$ cat src/rtl/csr_pkg.sv
// Shared definitions for the machine-mode CSR / trap block: CSR addresses,
// mstatus bit positions, the external-interrupt cause code and the PC-select encoding.
package csr_pkg;

    localparam logic [11:0] CSR_MSTATUS = 12'h300;
    localparam logic [11:0] CSR_MTVEC   = 12'h305;
    localparam logic [11:0] CSR_MEPC    = 12'h341;
    localparam logic [11:0] CSR_MCAUSE  = 12'h342;

    localparam int MSTATUS_MIE_BIT  = 3;
    localparam int MSTATUS_MPIE_BIT = 7;

    localparam logic [31:0] MCAUSE_EXT_IRQ = 32'h8000_000B;

    typedef enum logic [2:0] {
        PC_PLUS4  = 3'd0,
        PC_JALR   = 3'd1,
        PC_BRANCH = 3'd2,
        PC_JAL    = 3'd3,
        PC_MTVEC  = 3'd4,
        PC_MEPC   = 3'd5
    } pc_sel_t;

    typedef enum logic {
        IRQ_IDLE = 1'b0,
        IRQ_PEND = 1'b1
    } irq_state_t;

    function automatic logic [31:0] align4(input logic [31:0] v);
        return {v[31:2], 2'b00};
    endfunction

endpackage

$ cat src/rtl/csr_trap_unit_irq_sync.sv
// External interrupt front end: optional 2-flop synchronizer (IRQ_SYNC_EN)
// followed by a rising-edge detector producing a one-cycle irq_edge pulse.
module irq_sync (
    input  logic clk,
    input  logic rst_n,
    input  logic irq,
    output logic irq_edge
);

    logic irq_s;
    logic irq_p2;

`ifdef IRQ_SYNC_EN
    logic sync_p0;
    logic sync_p1;

    always_ff @(posedge clk or negedge rst_n) begin
        if (!rst_n) begin
            sync_p0 <= 1'b0;
            sync_p1 <= 1'b0;
        end else begin
            sync_p0 <= irq;
            sync_p1 <= sync_p0;
        end
    end

    assign irq_s = sync_p1;
`else
    assign irq_s = irq;
`endif

    // edge register: previous value of the (synchronized) request
    always_ff @(posedge clk or negedge rst_n) begin
        if (!rst_n) begin
            irq_p2 <= 1'b0;
        end else begin
            irq_p2 <= irq_s;
        end
    end

    assign irq_edge = irq_s & ~irq_p2;

endmodule

$ cat src/rtl/csr_trap_unit.sv
// Machine-mode CSRs (mstatus/mtvec/mepc/mcause), external interrupt latch and
// trap entry / mret sequencing with next-PC select override. Option: IRQ_SYNC_EN.
module csr_trap_unit
    import csr_pkg::*;
#(
    parameter logic [31:0] MTVEC_RESET = 32'h0000_0000
) (
    input  logic        clk,
    input  logic        rst_n,
    input  logic        irq,
    input  logic        commit,
    input  logic [31:0] pc_next,
    input  logic [2:0]  pc_sel_dec,
    input  logic        mret,
    input  logic        csr_we,
    input  logic [11:0] csr_addr,
    input  logic [31:0] csr_wd,
    output logic [31:0] csr_rd,
    output logic [2:0]  pc_sel,
    output logic [31:0] mtvec,
    output logic [31:0] mepc,
    output logic        int_taken
);

    irq_state_t  state;
    irq_state_t  state_nxt;
    logic        irq_edge;
    logic        mie;
    logic        mpie;
    logic [31:0] mcause;
    logic        trap;
    logic        ret;
    logic        csr_wr;

    irq_sync u_irq_sync (
        .clk      (clk),
        .rst_n    (rst_n),
        .irq      (irq),
        .irq_edge (irq_edge)
    );

    always_ff @(posedge clk or negedge rst_n) begin
        if (!rst_n) begin
            state <= IRQ_IDLE;
        end else begin
            state <= state_nxt;
        end
    end

    always_comb begin
        state_nxt = state;
        trap      = commit && (state == IRQ_PEND) && mie && !mret;
        ret       = commit && mret;
        csr_wr    = commit && csr_we;
        pc_sel    = pc_sel_dec[2] ? PC_PLUS4 : pc_sel_dec;
        case (state)
            IRQ_IDLE: if (irq_edge) state_nxt = IRQ_PEND;
            IRQ_PEND: if (trap)     state_nxt = IRQ_IDLE;
            default:                state_nxt = IRQ_IDLE;
        endcase
        // mret has already excluded trap, so the two overrides never collide
        if (trap) begin
            pc_sel = PC_MTVEC;
        end else if (ret) begin
            pc_sel = PC_MEPC;
        end
    end

    assign int_taken = trap;

    // Trap entry outranks software writes to mstatus/mepc/mcause; mtvec is never touched by the trap.
    always_ff @(posedge clk or negedge rst_n) begin
        if (!rst_n) begin
            mtvec  <= MTVEC_RESET;
            mepc   <= 32'h0;
            mcause <= 32'h0;
            mie    <= 1'b0;
            mpie   <= 1'b0;
        end else begin
            if (csr_wr && csr_addr == CSR_MTVEC) begin
                mtvec <= align4(csr_wd);
            end

            if (trap) begin
                mpie <= mie;
                mie  <= 1'b0;
            end else if (ret) begin
                mie  <= mpie;
                mpie <= 1'b1;
            end else if (csr_wr && csr_addr == CSR_MSTATUS) begin
                mie  <= csr_wd[MSTATUS_MIE_BIT];
                mpie <= csr_wd[MSTATUS_MPIE_BIT];
            end

            if (trap) begin
                mepc <= pc_next;
            end else if (csr_wr && csr_addr == CSR_MEPC) begin
                mepc <= align4(csr_wd);
            end

            if (trap) begin
                mcause <= MCAUSE_EXT_IRQ;
            end else if (csr_wr && csr_addr == CSR_MCAUSE) begin
                mcause <= csr_wd;
            end
        end
    end

    always_comb begin
        csr_rd = 32'h0;
        case (csr_addr)
            CSR_MSTATUS: begin
                csr_rd[MSTATUS_MIE_BIT]  = mie;
                csr_rd[MSTATUS_MPIE_BIT] = mpie;
            end
            CSR_MTVEC:   csr_rd = mtvec;
            CSR_MEPC:    csr_rd = mepc;
            CSR_MCAUSE:  csr_rd = mcause;
            default:     csr_rd = 32'h0;
        endcase
    end

endmodule
$ cat config.mk
export PLATFORM = sky130hd
export DESIGN_NAME = csr_trap_unit
export DESIGN_NICKNAME = d
export VERILOG_FILES = /design/src/rtl/csr_pkg.sv /design/src/rtl/csr_trap_unit_irq_sync.sv /design/src/rtl/csr_trap_unit.sv
export SDC_FILE = /design/constraint.sdc
export NUM_CORES = 1
export LEC_CHECK = 0
export ABC_AREA = 0
export BUFFER_PORTS_ARGS = -buffer_cell sky130_fd_sc_hd__buf_2
export CORE_ASPECT_RATIO = 0.7
export CORE_MARGIN = 8
export CORE_UTILIZATION = 42
export CTS_CLUSTER_SIZE = 8
export DETAILED_ROUTE_END_ITERATION = 10
export PLACE_DENSITY = 0.75
export SYNTH_ARGS = -nofsm -noshare
export SYNTH_HDL_FRONTEND = slang
export SYNTH_SLANG_ARGS = --single-unit
$ cat constraint.sdc
create_clock -name clk -period 1.94 [get_ports clk]
set_input_delay 0.291 -clock clk [delete_from_list [all_inputs] [get_ports clk]]
set_output_delay 0.291 -clock clk [all_outputs]
set_load 0.01 [all_outputs]
==> metrics.md <==
| Metric | Value |
|---|---|
| Clk pwr share | 28.2% |
| Setup violators final | 1 |
| Final worst path period share | 100% |
| Register Area | 0.00245 mm2 |
| Final Core Density | 58.6% |
| Clk buf depth | 2 |
| Initial Util | 43.5% |
| Area of the multi-input gates | 0.00229 mm2 |
| Crit path to | csr_rd[4] |
| RR Startpoint | mie |
| Critical Path Max Stage Delay | 0.31 ns |
| Net Sw Frac | 32.1% |
| Worst setup SP type | input port |
| RSZ-0062 raised after global routing | yes |
| All-layer global routing usage | 20.5% |
| Fillers | 970 |
| Post-detailed-route count of antenna-violating nets | 0 |
| Largest net degree at the start of global routing | 99 |
| YS warnings | 0 |
| Die width | 144 um |
| P&R area growth vs syn | 34.6% |
| Cell family with most CP delay | simple AND/OR/NAND/NOR gates |
| Max Fclk | 515 MHz |
| Worst-path clk slew | 0.07 ns |
| Fraction of layout cells with a size suffix above 1 | 39.4% |
| Count of different cell masters after synthesis | 32 |
| Worst path cell trace | buf_6 > nor4_4 > buf_4 > and4_4 > clkbuf_16 > nand2_1 > o21ai_1 > buf_2 |
| Tot Pwr | 5850 uW |
| Status | complete, but fails checks |
| Worst Path Arrival | 1.65 ns |
| CP bufs+invs | 4 |
| Register-to-Register Path Depth | 5 |
| Launch point of the critical path | csr_addr[3] |
| Wire per inst | 19.1 um |
| Internal | 3970 uW |
| Violated checks | negative hold slack, negative setup slack |
| Max-cap violations | 0 |
| Clk sinks | 98 |
| Post-Route WL | 16.4 mm |
| Vias | 4644 |
| # IOs | 185 |
| Power share of the combinational group | 25.7% |
| Setup WS post-layout | -0.00127 ns |
| Setup Crit Path Kind | input port to output port |
| Worst slew pin tran | 0.597 ns |
| Cts hold-fix bufs | 0 |
| Critical Path Stages | 8 |
| Post-DP HPWL | 11.7 mm |
| Number of I/O port buffers | 182 |
| Post-layout min period | 1.94 ns |
| Power per Cell Area | 896 mW/mm2 |
| RR Endpoint | mepc[17] |
| Gr ovfl total | 0 |
| Skew final | 0.00817 ns |
| TritonCTS clock tree | yes |
| Total CTS buffers | 9 |
| 1st-pass router iterations | 5 |
| Core box area | 0.0111 mm2 |
| Leak | 0.00335 uW |
| Initial DRC count | 280 |
| Crit path required time | 1.65 ns |
| Full die area | 0.0153 mm2 |
| Relative slew slack | 60.2% |
| Die span in y | 106 um |
| Mean Syn Cell Area | 9.30 um2 |
| Skew-Pair Late Insertion Delay | 0.34 ns |
| Crit. End Element | output port |
| Switching Power | 1870 uW |
| Antenna cells | 0 |
| Vias in the first global route | 4641 |
| Sequential fraction of the synthesis area | 50.6% |
| Slew Limit Fails | 0 |
| Via density | 5.39 |
| Slowest-stage cell, CP | nor4_4 |
| Final Hold Fails | 16 |
| CTS H-Tree Depth | 3 |
| Worst Hold Slack | -0.0588 ns |
| Hold/Removal Path Class | input port to asynchronous set/reset pin |
| Final GP Congestion | 0.856 |
| Final net count | 788 |
| Initial antenna violation count | 0 |
| Worst reg-to-reg setup slack | 0.37 ns |
| Yosys reg bits | 98 |
| Residual DRC | 0 |
| Root buffer cell | clkbuf_16 |
| First-pass GRT wire length | 25.1 mm |
| Row cnt | 32 |
| Worst Path Max Fanout | 9 |
| Post-Syn Area | 0.00484 mm2 |
| Peak VDD IR | 0.572 mV |
| Sequential power share | 46.1% |
| Post-Syn Instances | 521 |
-- final cells by class --
type                    instances  area share [%]
well taps                     153            2.94
clock inverters                 5           0.460
clock buffers                  11            3.72
multi-input cells             381            35.1
flip-flops and latches         98            37.6
repair buffers                209            19.9
inverters                       4           0.230
-- how the worst min path moves through the flow --
stage                endpoint  slack [ns]  cells after the start  startpoint
floorplan           mcause[0]      -0.005                      0       rst_n
global placement     mepc[26]        0.38                      2       rst_n
detailed placement   mepc[26]        0.40                      2       rst_n
CTS                  mepc[26]        0.03                      2       rst_n
global route        mtvec[27]        0.03                      2       rst_n
finish               mepc[26]       -0.06                      2       rst_n
-- power groups by stage --
stage          logic, uW  registers, uW  clock network [uW]
6_report            1500           2700                1650
5_1_grt             1630           2750                1770
4_1_cts             1490           2690                1690
3_5_place_dp        1490           2730                   0
3_3_place_gp        1440           2700                   0
2_1_floorplan        572           2820                   0
-- flip-flops by register name, indices dropped and copies added (netlist names) --
name,cells
mcause,32
mie,1
state,1
mpie,1
mepc,32
mtvec,30
u_irq_sync.irq_p2,1
-- routing by layer --
layer	share of wire [%]	vias to the layer above	track usage (%)
met5	0	-	0
met4	1.2	0	3.70
met3	11	17	7.03
met2	46	226	32.6
met1	42	2273	26.8
li1	-	2128	-
-- stage by stage --
step           setup TNS, ns  std cells  instance area (um2)  worst slack, ns  hold WS, ns
3_3_place_gp        -0.00293        840                 6070         -0.00293        0.382
6_report            -0.00127        861                 6520         -0.00127      -0.0588
3_5_place_dp          -0.264        840                 6070          -0.0548        0.399
2_1_floorplan              0        522                 4850            0.101     -0.00459
4_1_cts             -0.00214        857                 6360         -0.00214       0.0322
5_1_grt               -0.584        861                 6520          -0.0576       0.0331
-- cells by family (layout without fill, tap and decap cells) --
kind of cell,Yosys count,count (layout),synth area share [%]
AOI/OAI and AO/OA,102,102,12.4
buffers and inverters,43,229,3.82
DFF,98,98,50.6
muxes,63,63,14.6
other,1,2,0.0774
and+or+nand+nor,214,214,18.5
-- repair_timing --
| item | CTS | global route |
|---|---|---|
| gates resized for setup | 3 | 52 |
| buffers inserted | 1 | 2 |
| setup endpoints to repair | 20 | 29 |
| hold endpoints to repair | 0 | 0 |
| gates cloned | 0 | 2 |
| pin swaps | 0 | 5 |
-- cells in the mapped netlist --
library cell | n | share of area, %
a31o_2 | 1 | 0.18
buf_2 | 4 | 0.41
mux2i_1 | 3 | 0.62
nand3_1 | 1 | 0.10
nor2_1 | 14 | 1.1
nand4_1 | 2 | 0.26
o21ai_0 | 34 | 3.5
and4_1 | 2 | 0.36
nor3b_1 | 1 | 0.16
mux2_1 | 29 | 6.7
dfrtp_1 | 98 | 51
buf_4 | 5 | 0.78
or4_4 | 3 | 0.70
conb_1 | 1 | 0.077
a22oi_1 | 32 | 5.0
a21oi_1 | 30 | 3.1
and2_1 | 1 | 0.13
inv_1 | 3 | 0.23
nand4bb_1 | 1 | 0.23
mux2_2 | 31 | 7.2
nand2b_1 | 1 | 0.13
nand2_1 | 180 | 14
buf_1 | 5 | 0.39
nor4_2 | 1 | 0.26
clkbuf_1 | 25 | 1.9
and4b_1 | 1 | 0.21
inv_2 | 1 | 0.077
nor2b_1 | 4 | 0.52
o21ai_1 | 3 | 0.31
a22o_1 | 2 | 0.36
nor4bb_1 | 1 | 0.21
nand4b_1 | 1 | 0.18
-- cells in the final DEF, fill, tap and decap left out, types with 2 or more instances in the layout --
cell type | netlist | final
a21oi_1 | 30 | 30
a22o_1 | 2 | 2
a22oi_1 | 32 | 32
buf_12 | 0 | 9
buf_2 | 4 | 178
buf_4 | 5 | 14
buf_6 | 0 | 5
clkbuf_16 | 0 | 11
clkinv_2 | 0 | 3
clkinvlp_4 | 0 | 2
conb_1 | 1 | 2
dfrtp_1 | 98 | 98
inv_1 | 3 | 3
mux2_1 | 29 | 29
mux2_2 | 31 | 31
mux2i_1 | 3 | 3
nand2_1 | 180 | 173
nand2_2 | 0 | 5
nand2_4 | 0 | 2
nand4_1 | 2 | 2
nor2_1 | 14 | 14
nor2b_1 | 4 | 2
o21ai_0 | 34 | 8
o21ai_1 | 3 | 23
o21ai_2 | 0 | 6
or4_4 | 3 | 3
(Power assumes the default switching activity.)
